File: config.mk
export PLATFORM = sky130hd
export DESIGN_NAME = dac_spi_driver
export DESIGN_NICKNAME = d
export VERILOG_FILES = /design/src/rtl/dac_spi_driver.sv
export SDC_FILE = /design/constraint.sdc
export NUM_CORES = 1
export LEC_CHECK = 0
export CORE_MARGIN = 2
export CORE_UTILIZATION = 30
export DETAILED_ROUTE_END_ITERATION = 10
export GPL_TIMING_DRIVEN = 0
export PLACE_DENSITY = 0.53
export SETUP_SLACK_MARGIN = 0.05
export SLEW_MARGIN = 20
export SYNTH_ARGS = -nofsm -noshare
export SYNTH_HDL_FRONTEND = slang
export SYNTH_SLANG_ARGS = --single-unit
File: constraint.sdc
create_clock -name clk -period 3.4 [get_ports clk]
set_clock_uncertainty 0.1 [all_clocks]
set_input_delay 0.34 -clock clk [delete_from_list [all_inputs] [get_ports clk]]
set_output_delay 0.34 -clock clk [all_outputs]
set_load 0.05 [all_outputs]
File: src/rtl/dac_spi_driver.sv
// Serialises 12-bit ddfs samples into 16-bit SPI frames for an MCP4921-class DAC,
// then pulses LDAC. A one-entry pending buffer absorbs a sample that arrives mid-frame.
module dac_spi_driver #(
    parameter int unsigned CLK_DIV  = 2,
    parameter logic [3:0]  CFG_BITS = 4'b0011
) (
    input  logic        clk,
    input  logic        rst_n,
    input  logic [11:0] sample,
    input  logic        sample_valid,
    input  logic        clr_overrun,
    output logic        ready,
    output logic        busy,
    output logic        overrun,
    output logic        dac_cs_n,
    output logic        dac_sclk,
    output logic        dac_sdi,
    output logic        dac_ldac_n
);

    localparam int unsigned DW = 12;
    localparam int unsigned FW = 16;
    localparam int unsigned CW = 8;
    localparam int unsigned BW = 4;
    localparam logic [CW-1:0] DIV_LAST = CW'(CLK_DIV - 1);

    typedef enum logic [1:0] {IDLE, SHIFT, CSHI, LDAC} state_t;

    state_t         state, state_d;
    logic [CW-1:0]  cnt, cnt_d;
    logic [BW-1:0]  bit_idx, bit_d;
    logic           phase, phase_d;
    logic [FW-1:0]  shreg, shreg_d;
    logic [DW-1:0]  pend, pend_d;
    logic           pend_full, pend_full_d;
    logic           overrun_d, ready_d, busy_d;
    logic           cs_n_d, sclk_d, sdi_d, ldac_n_d;
    logic           div_last, drain, start_new, drop;

    // State, datapath and pin registers; pins are driven from next-state values.
    always_ff @(posedge clk or negedge rst_n) begin
        if (!rst_n) begin
            state      <= IDLE;
            cnt        <= '0;
            bit_idx    <= '0;
            phase      <= 1'b0;
            shreg      <= '0;
            pend       <= '0;
            pend_full  <= 1'b0;
            overrun    <= 1'b0;
            ready      <= 1'b1;
            busy       <= 1'b0;
            dac_cs_n   <= 1'b1;
            dac_sclk   <= 1'b0;
            dac_sdi    <= 1'b0;
            dac_ldac_n <= 1'b1;
        end else begin
            state      <= state_d;
            cnt        <= cnt_d;
            bit_idx    <= bit_d;
            phase      <= phase_d;
            shreg      <= shreg_d;
            pend       <= pend_d;
            pend_full  <= pend_full_d;
            overrun    <= overrun_d;
            ready      <= ready_d;
            busy       <= busy_d;
            dac_cs_n   <= cs_n_d;
            dac_sclk   <= sclk_d;
            dac_sdi    <= sdi_d;
            dac_ldac_n <= ldac_n_d;
        end
    end

    always_comb begin
        state_d     = state;
        cnt_d       = cnt;
        bit_d       = bit_idx;
        phase_d     = phase;
        shreg_d     = shreg;
        pend_d      = pend;
        pend_full_d = pend_full;
        drop        = 1'b0;

        div_last  = (cnt == DIV_LAST);
        drain     = (state == IDLE) && pend_full;
        start_new = (state == IDLE) && !pend_full && sample_valid;

        case (state)
            IDLE: begin
                // A buffered sample always goes out before a fresh strobe.
                if (drain || start_new) begin
                    state_d = SHIFT;
                    cnt_d   = '0;
                    bit_d   = BW'(FW - 1);
                    phase_d = 1'b0;
                    shreg_d = {CFG_BITS, (drain ? pend : sample)};
                end
            end
            SHIFT: begin
                cnt_d = div_last ? '0 : cnt + CW'(1);
                if (div_last) begin
                    phase_d = !phase;
                    if (phase) begin
                        if (bit_idx == '0) begin
                            state_d = CSHI;
                        end else begin
                            bit_d   = bit_idx - BW'(1);
                            shreg_d = {shreg[FW-2:0], 1'b0};
                        end
                    end
                end
            end
            CSHI, LDAC: begin
                cnt_d = div_last ? '0 : cnt + CW'(1);
                if (div_last) begin
                    state_d = (state == CSHI) ? LDAC : IDLE;
                end
            end
            default: state_d = IDLE;
        endcase

        // Pending slot: a drain in this cycle frees room for a coincident strobe.
        if (sample_valid && !start_new) begin
            if (!pend_full || drain) begin
                pend_d      = sample;
                pend_full_d = 1'b1;
            end else begin
                drop = 1'b1;
            end
        end else if (drain) begin
            pend_full_d = 1'b0;
        end

        overrun_d = drop || (overrun && !clr_overrun);
        ready_d   = !pend_full_d;
        busy_d    = (state_d != IDLE);
        cs_n_d    = (state_d != SHIFT);
        sclk_d    = (state_d == SHIFT) && phase_d;
        sdi_d     = (state_d == SHIFT) && shreg_d[FW-1];
        ldac_n_d  = (state_d != LDAC);
    end

endmodule

Yosys cells after proc, flatten, opt, wreduce, memory -nomap -nowiden. Index checks and enable logic that the tools add are counted.

Register bits after elaboration: 51. Logic and storage cells: 80.

Add/sub/neg operators: 2. Equality and inequality tests: 11. Mux-type cells: 29. Reductions and logical operators: 23.

Operator list (number): 2-to-1 mux 16 bit (4); one-hot mux 16 bit (2 select lines) (1); 2-to-1 mux 4 bit (4); 2-to-1 mux 8 bit (2); one-hot mux 8 bit (2 select lines) (1); 2-to-1 mux 12 bit (1); 2-to-1 mux 2 bit (6); adder 8 x 1 -> 8 bit (second input constant) (1); equality test 8 x 1 -> 1 bit (second input constant) (1); != test 2 bit (second input constant) (4); one-hot mux 4 bit (2 select lines) (1); logical AND 1 bit (7); 2-to-1 mux 1 bit (7); one-hot mux 2 bit (3 select lines) (1); zero test 1 bit (5); AND reduction 5 bit (1); equality test 2 x 1 -> 1 bit (second input constant) (2); equality test 2 bit (second input constant) (2); zero test 4 bit (1); != test 2 x 1 -> 1 bit (second input constant) (2); nonzero test 2 bit (2); subtractor 4 x 1 -> 4 bit (second input constant) (1); logical OR 1 bit (3); OR reduction 3 bit (1); other kinds (4) (4).

Logic depth before layout (Yosys ltp).
Depth in word-level cells: 8. Depth in mapped cells: 8.

Worst setup path before layout. OpenSTA, ideal clock, no wires.

Kind: reg2reg. Start point: register bit_idx[0]. End point: register shreg[10]. Arrival: 1.685 ns. Required time: 3.174 ns. Slack: 1.489 ns. Stages on the path, launching flop included: 8. Path through: dfrtp_1 inv_1 ha_1 nor3b_1 and4bb_1 buf_4 buf_2 a221o_1.

Word-level cells in the longest chain between the ends: 3.

RTL lines: start, declared (line 31) `logic [BW-1:0] bit_idx, bit_d;`; start signal, assigned (line 60) `bit_idx <= bit_d;`; zero test 4 bit (line 105) `if (bit_idx == '0) begin`; != test 2 bit (no line); AND reduction 5 bit (no line); end signal, assigned (line 62) `shreg <= shreg_d;`; end, declared (line 33) `logic [FW-1:0] shreg, shreg_d;`.

Every way passes these cells. A chain may end at the register's enable or synchronous reset.

Final worst setup path.
Start point: register bit_idx[0]. End point: register shreg[8].

Same word-level chain as after synthesis.

==> parameters.txt <==
Parameter                              Value

Yosys
  Predominant post-synthesis flop cell ... sky130_fd_sc_hd__dfrtp_1
  Share of the synthesized area in the top cell type ... 50.1%
  Main area contributors after synthesis ... sky130_fd_sc_hd__dfrtp_1 50%, sky130_fd_sc_hd__mux2_2 6.1%, sky130_fd_sc_hd__mux2i_1 5.4%
  Area leader, netlist ... sky130_fd_sc_hd__dfrtp_1
  Cell area after synthesis ... between 0.002 and 0.0025 mm^2
  Mean cell area of the mapped netlist ... between 10 and 15 um^2
  Most used standard cells in the synthesized netlist ... 48 x sky130_fd_sc_hd__dfrtp_1, 20 x sky130_fd_sc_hd__nand2_1, 16 x sky130_fd_sc_hd__nor2_1, 13 x sky130_fd_sc_hd__mux2_2, 13 x sky130_fd_sc_hd__mux2i_1
  Synthesized instance count ... 210
  Number of unique standard cell types used by synthesis ... between 40 and 50
  Post-synth EDFFs ... 0
  Most frequent cell after synthesis ... sky130_fd_sc_hd__dfrtp_1
  Proportion of synthesized chip area in sequential cells ... 53.4%
  Ys async rst share ... 100%
  Yosys Warn Count ... 0
  Post-Syn Nets ... 229
  Count of state elements after synthesis ... a little over 50

Setup path
  Cell-by-cell trace of the critical path ... inv_1 -> ha_1 -> nor3b_1 -> and4bb_1 -> buf_4 -> buf_2 -> a221o_1
  Start-to-end type of the worst setup path ... flop to flop
  Data arrival time of the critical path ... between 2 and 2.5 ns
  Cell with the largest stage delay on the worst path ... sky130_fd_sc_hd__dfrtp_1
  Highest fanout seen on the critical path ... 10
  Cell family with the largest share of critical-path delay ... simple AND/OR/NAND/NOR gates
  Type of element launching the critical path ... flop
  Critical path buffer and inverter count ... 3
  Setup crit end kind ... flop
  Delay contributed by the slowest stage of the critical path ... 0.43 ns
  Worst Path Required ... around 3.5 ns

Finish
  # nets final ... 259
  Final Instance Count excl. Fillers ... 343
  Area growth from synthesis to layout ... 20.5%
  Fillcell total ... 775
  Sequential cell area ... roughly 0.0013 mm^2
  Share of layout cells above drive strength 1 ... between 10% and 20%
  Count of inserted antenna diode cells ... 0
  Multi-input logic area ... 0.00102 mm^2

Floorplanning
  Placeable core region ... roughly 0.0077 mm^2
  Initial core utilization ... about 31%
  Die extent in y ... ~93 um
  Std-Cell Rows ... 32
  Area of the die ... 0.00872 mm^2
  Number of top-level pins ... 23
  Die X-Extent ... 93.4 um

Global routing
  Vias in the first global route ... 1526
  Maximum number of pins on one net before global-route repair ... 52
  Global-route wire length before repair ... 7.47 mm
  Initial antenna violation count ... 0
  Overall overflow remaining after global route ... 0
  Overall fraction of global-route tracks in use ... 10.8%

Min path
  Worst min-delay path class ... flop to flop

Run status
  Result of the run ... finished, final reports clean

CTS
  Post CTS Setup Buffer Count ... 0
  Number of levels in the clock H-tree ... 2
  Resize count post-CTS ... 0
  CTS Sinks ... between 50 and 60
  Maximum root-to-sink buffer count ... 2
  Clock latency of the later-clocked register in the worst-skew pair ... slightly above 0.3 ns
  Clk pin slew, worst setup/hold paths ... about 0.10 ns
  TritonCTS Buffers ... 5
  Root Buffer Master ... sky130_fd_sc_hd__clkbuf_8
  TritonCTS clock tree ... done

Route
  Router iterations before antenna repair ... 4
  DR vias ... about 1600
  Final antenna-violating net count ... 0
  Wire length reported by the detailed router ... between 4 and 5 mm
  Initial DRC Count ... 90
  Average wire per cell in the routed design ... ~13 um
  DR DRC count ... 0
  Via-per-instance ratio ... 4.74

Timing
  Max-slew headroom ... a little under three fifths
  Max Freq ... between 400 and 500 MHz
  Transition time at the pin with the least slew margin ... approximately 0.66 ns
  Total negative slack ... 0 ns
  Final Hold Fails ... 0
  Shortest clock period the worst path allows after layout ... around 2.2 ns
  RSZ-0062 raised after global routing ... no
  Final setup violation count ... 0
  Count of final max-slew check failures ... 0
  Portion of the clock cycle consumed by the worst path in the final layout ... between 60% and 70%

Power and ir drop
  Ratio of total power to cell area ... between 700 and 800 mW/mm^2
  Peak supply drop ... 0.000317 V
  LEAKAGE ... 1.30 nW
  Total power ... about 2.1 mW

Flow run
  Max Cap Viol ... 0

Placed design
  Cells after DPL ... approximately 330
  Post-DP HPWL ... between 2 and 3 mm
  Routability congestion estimate ... about 0.77
  Total of buffers placed on input and output ports ... 22
-- cells in the final DEF, fill, tap and decap left out, drive strengths merged, types with 2 or more instances in the layout --
master	synthesis	layout
o22ai	2	2
o21ai	6	6
a31oi	5	5
dfrtp	48	48
and3	3	3
nor2	19	19
clkbuf	1	6
xor2	2	2
nand3	2	2
nor3	4	4
or2	2	2
nor2b	2	2
a21oi	9	9
dfstp	3	3
ha	3	3
bufinv	0	2
clkdlybuf4s50	0	21
nand3b	2	2
mux2	13	13
and2	2	2
nand2	20	20
nand4	2	2
mux2i	13	13
xnor2	3	3
nand2b	3	3
inv	6	6
a41oi	2	2
a221o	11	11
buf	11	12
-- area by class of cell --
type                       instances  share of cell area, %
tap                              102                   4.42
clock buffer                       5                   2.38
clock inverter                     3                   2.34
sequential                        51                   44.3
inverter                           6                  0.780
buffer                            12                   2.43
multi-input combinational        141                   35.5
timing repair buffer              23                   7.88
-- power by group --
part	leakage, nW	internal (mW)	switching, mW
clock	0.0644	0.293	0.210
combinational	0.642	0.324	0.288
sequential	0.595	0.834	0.152
total	1.30	1.45	0.650
-- worst min-delay path, stage by stage (launching register included) --
cell and delay [ns]:
sky130_fd_sc_hd__dfrtp_1 0.36, sky130_fd_sc_hd__nand2_1 0.05, sky130_fd_sc_hd__o21ai_0 0.06
-- metal layers --
| layer | vias up | track usage, % | part of all wire (%) |
|---|---|---|---|
| li1 | 813 | - | - |
| met1 | 789 | 15.7 | 52 |
| met2 | 20 | 15.9 | 44 |
| met3 | 5 | 2.66 | 3.1 |
| met4 | 0 | 3.31 | 1.2 |
| met5 | - | 0 | 0 |
-- cell families (layout without fill, tap and decap cells) --
group	after synthesis	in the layout	share of synthesized area [%]
simple gates	65	65	14.9
flops	51	51	53.4
compound gates	42	42	12.9
mux	26	26	11.5
buf+inv	18	49	3.86
xor+xnor	5	5	1.83
fa+ha+maj	3	3	1.57
-- registers in the layout, indices dropped and copies added, names as in the netlist --
register,count
bit_idx,4
busy,1
cnt,8
dac_cs_n,1
dac_ldac_n,1
dac_sclk,1
dac_sdi,1
overrun,1
pend,12
pend_full,1
phase,1
ready,1
shreg,16
state,2
-- metrics by stage --
| step | hold slack [ns] | util (%) | worst slack [ns] | instance area [um^2] |
|---|---|---|---|---|
| floorplan | -0.0556 | - | 1.49 | 2400 |
| global placement | 0.368 | 35.5 | 0.227 | 2750 |
| detailed placement | 0.325 | 35.5 | 1.14 | 2740 |
| CTS | 0.403 | 37.4 | 1.22 | 2890 |
| global route | 0.428 | 37.4 | 1.09 | 2890 |
| finish | 0.396 | 37.4 | 1.21 | 2890 |
-- worst paths after layout --
path | to | startpoint | slack (ns) | cells past startpoint
max in group asynchronous | state[0] | rst_n | 2.26 | 2
setup / recovery | shreg[8] | bit_idx[0] | 1.21 | 7
hold / removal | shreg[14] | shreg[13] | 0.40 | 2
hold reg to reg | shreg[14] | shreg[13] | 0.40 | 2
min in group asynchronous | pend_full | rst_n | 0.49 | 2
setup reg to reg | shreg[8] | bit_idx[0] | 1.21 | 7
-- repair_timing --
item | 4_1_cts | 5_1_grt
setup endpoints to repair | 0 | 0
hold buffers | 1 | 0
hold endpoints to repair | 46 | 0
Note: power is estimated with default switching activity, not from simulation.
==> patch (config.mk and constraints unchanged) <==
Take the reset off `shreg` and load it in a clocked block of its own.
--- a/src/rtl/dac_spi_driver.sv
+++ b/src/rtl/dac_spi_driver.sv
@@ -44,7 +44,6 @@
             cnt        <= '0;
             bit_idx    <= '0;
             phase      <= 1'b0;
-            shreg      <= '0;
             pend       <= '0;
             pend_full  <= 1'b0;
             overrun    <= 1'b0;
@@ -59,7 +58,6 @@
             cnt        <= cnt_d;
             bit_idx    <= bit_d;
             phase      <= phase_d;
-            shreg      <= shreg_d;
             pend       <= pend_d;
             pend_full  <= pend_full_d;
             overrun    <= overrun_d;
@@ -70,6 +68,10 @@
             dac_sdi    <= sdi_d;
             dac_ldac_n <= ldac_n_d;
         end
+    end
+
+    always_ff @(posedge clk) begin
+        shreg <= shreg_d;
     end
 
     always_comb begin
Function: same outputs for any inputs over 10 cycles, from zero or initial values and one cycle with rst_n low; that may be too few to reach the edited logic, so the function may still have changed.
==> patch against the original RTL <==
Final area decreased by 0.78%; count of clock-buffer cells in the layout is 1 higher; clock power down 11%; total power shrank 23%; synthesized area down 1.4%; via count fell by 0.18%; non-clock buffer count down 1; worst setup slack worse by 0.66 ns; sequential cell count stayed put; wire length rose by 3.5%; critical path type unchanged; critical endpoint is now shreg[3].
==> patch: results (changes against the original RTL) <==
metric,value,unit,change
cp.arrival,2.70,ns,+0.42 ns
multiInputGateArea,945,um^2,-7.8%
p_comb_frac,0.214,,-0.077
status,completed,,
routed_wl,4480,um,+3.5%
synth_commonest_cells,"dfrtp_1, nand2_1, o21ai_0, edfxtp_1, mux2_2",,
slowest_delay,0.59,ns,+0.16 ns
seqPwrFrac,0.508,,+0.039
leakagePower,1.15,nW,-11%
async_flop_share,0.686,,-0.314
multi_input_gates,143,,+1.4%
grt_pass1_wl,7600,um,+1.8%
synth_fp_nets,230,,+0.44%
cp_slowest_cell,nand2b_1,,
rrSetupSlack,0.55,ns,-0.66 ns
cts.clk_slew.worst_paths,0.09,ns,
drt-initial-drc-count,83,,-7.8%
register_area,1350,um^2,+5.5%
worstPathMaxFanout,15,,+5
synth_edf_count,15,,+15
clkbuf_count,6,,+1
stdcell_count,345,,+0.58%
hold_ws,0.398,ns,+0.00173 ns
ys_types,42,,-2.3%
dp_cells,336,,+0.60%
synth_area_per_cell,11.2,um^2,-1.8%
peakVddDrop,213,uV,-33%
inverters,7,,+1
tightest_slew,0.942,ns,+0.287 ns
synth_adder_area_share,0.0159,,+0.000215
grt_max_degree,20,,-62%
signal_buffers,34,,-2.9%
yosys-top-cells-area,"dfrtp_1, edfxtp_1, mux2_2",,
pg_comb,345,uW,-44%
via_per_inst,4.71,,-0.76%
grt_use_total,0.111,,+0.00231
final-nonclk-buf-share,0.103,,+0.000373
clock_tree_area_fraction,0.0423,,-0.00487
r2r_end,shreg[3],,
hpwl,3190,um,+7.9%
ys_seq_area_frac,0.571,,+0.0370
drive_above_1_share,0.156,,-0.0262
synth_compound_area_frac,0.107,,-0.0215
reg2reg_from,cnt[1],,
synth_xor_xnor_area_share,0.0148,,-0.00345
min_path_type,in -> async,,
fin_nets,261,,+0.77%
[patch: cell count changes in the layout (fill, tap and decap cells not counted), moves of 3 or more]
| cell | change |
|---|---|
| o21ai_0 | +16 |
| buf_4 | -3 |
| nor2_1 | -7 |
| clkbuf_1 | +3 |
| nand2_1 | +8 |
| edfxtp_1 | +15 |
| a221o_1 | -11 |
| dfrtp_1 | -16 |
[patch: what timing repair did]
| item | CTS | global route |
|---|---|---|
| resized for setup | 0 | 0 |
| hold buffers | 1 | 0 |
| endpoints found under the hold margin | 15 | 0 |
[patch: metal layers]
metal | vias up | GRT usage | wire length [um]
met5 | - | 0 | 0
met4 | 0 | 0.0478 | 86
met3 | 8 | 0.0163 | 126
met2 | 23 | 0.179 | 2070
met1 | 786 | 0.148 | 2190
li1 | 807 | - | -
[patch: per-stage QoR]
step / util / cell area [um^2] / setup WS [ns]
after CTS: 0.373 / 2870 / 0.511
after detailed placement: 0.356 / 2740 / 0.521
after global placement: 0.353 / 2710 / 0.542
after global routing: 0.373 / 2870 / 0.357
final: 0.373 / 2870 / 0.547
after floorplan: - / 2360 / 0.881
[patch: cell families (layout without fill, tap and decap cells)]
kind of cell	after synthesis	in the layout
compound gates	45	45
buf+inv	17	49
fa+ha+maj	3	3
simple gates	67	67
mux	24	24
xor+xnor	4	4
flops	51	51
[patch: worst max path at each step]
stage | start | endpoint | slack [ns] | cells past startpoint
6_report | cnt[1] | shreg[3] | 0.55 | 6
5_1_grt | cnt[1] | shreg[11] | 0.36 | 6
4_1_cts | cnt[1] | shreg[3] | 0.51 | 6
3_5_place_dp | cnt[1] | shreg[9] | 0.52 | 6
3_3_place_gp | cnt[1] | shreg[9] | 0.54 | 6
2_1_floorplan | cnt[1] | shreg[0] | 0.88 | 6
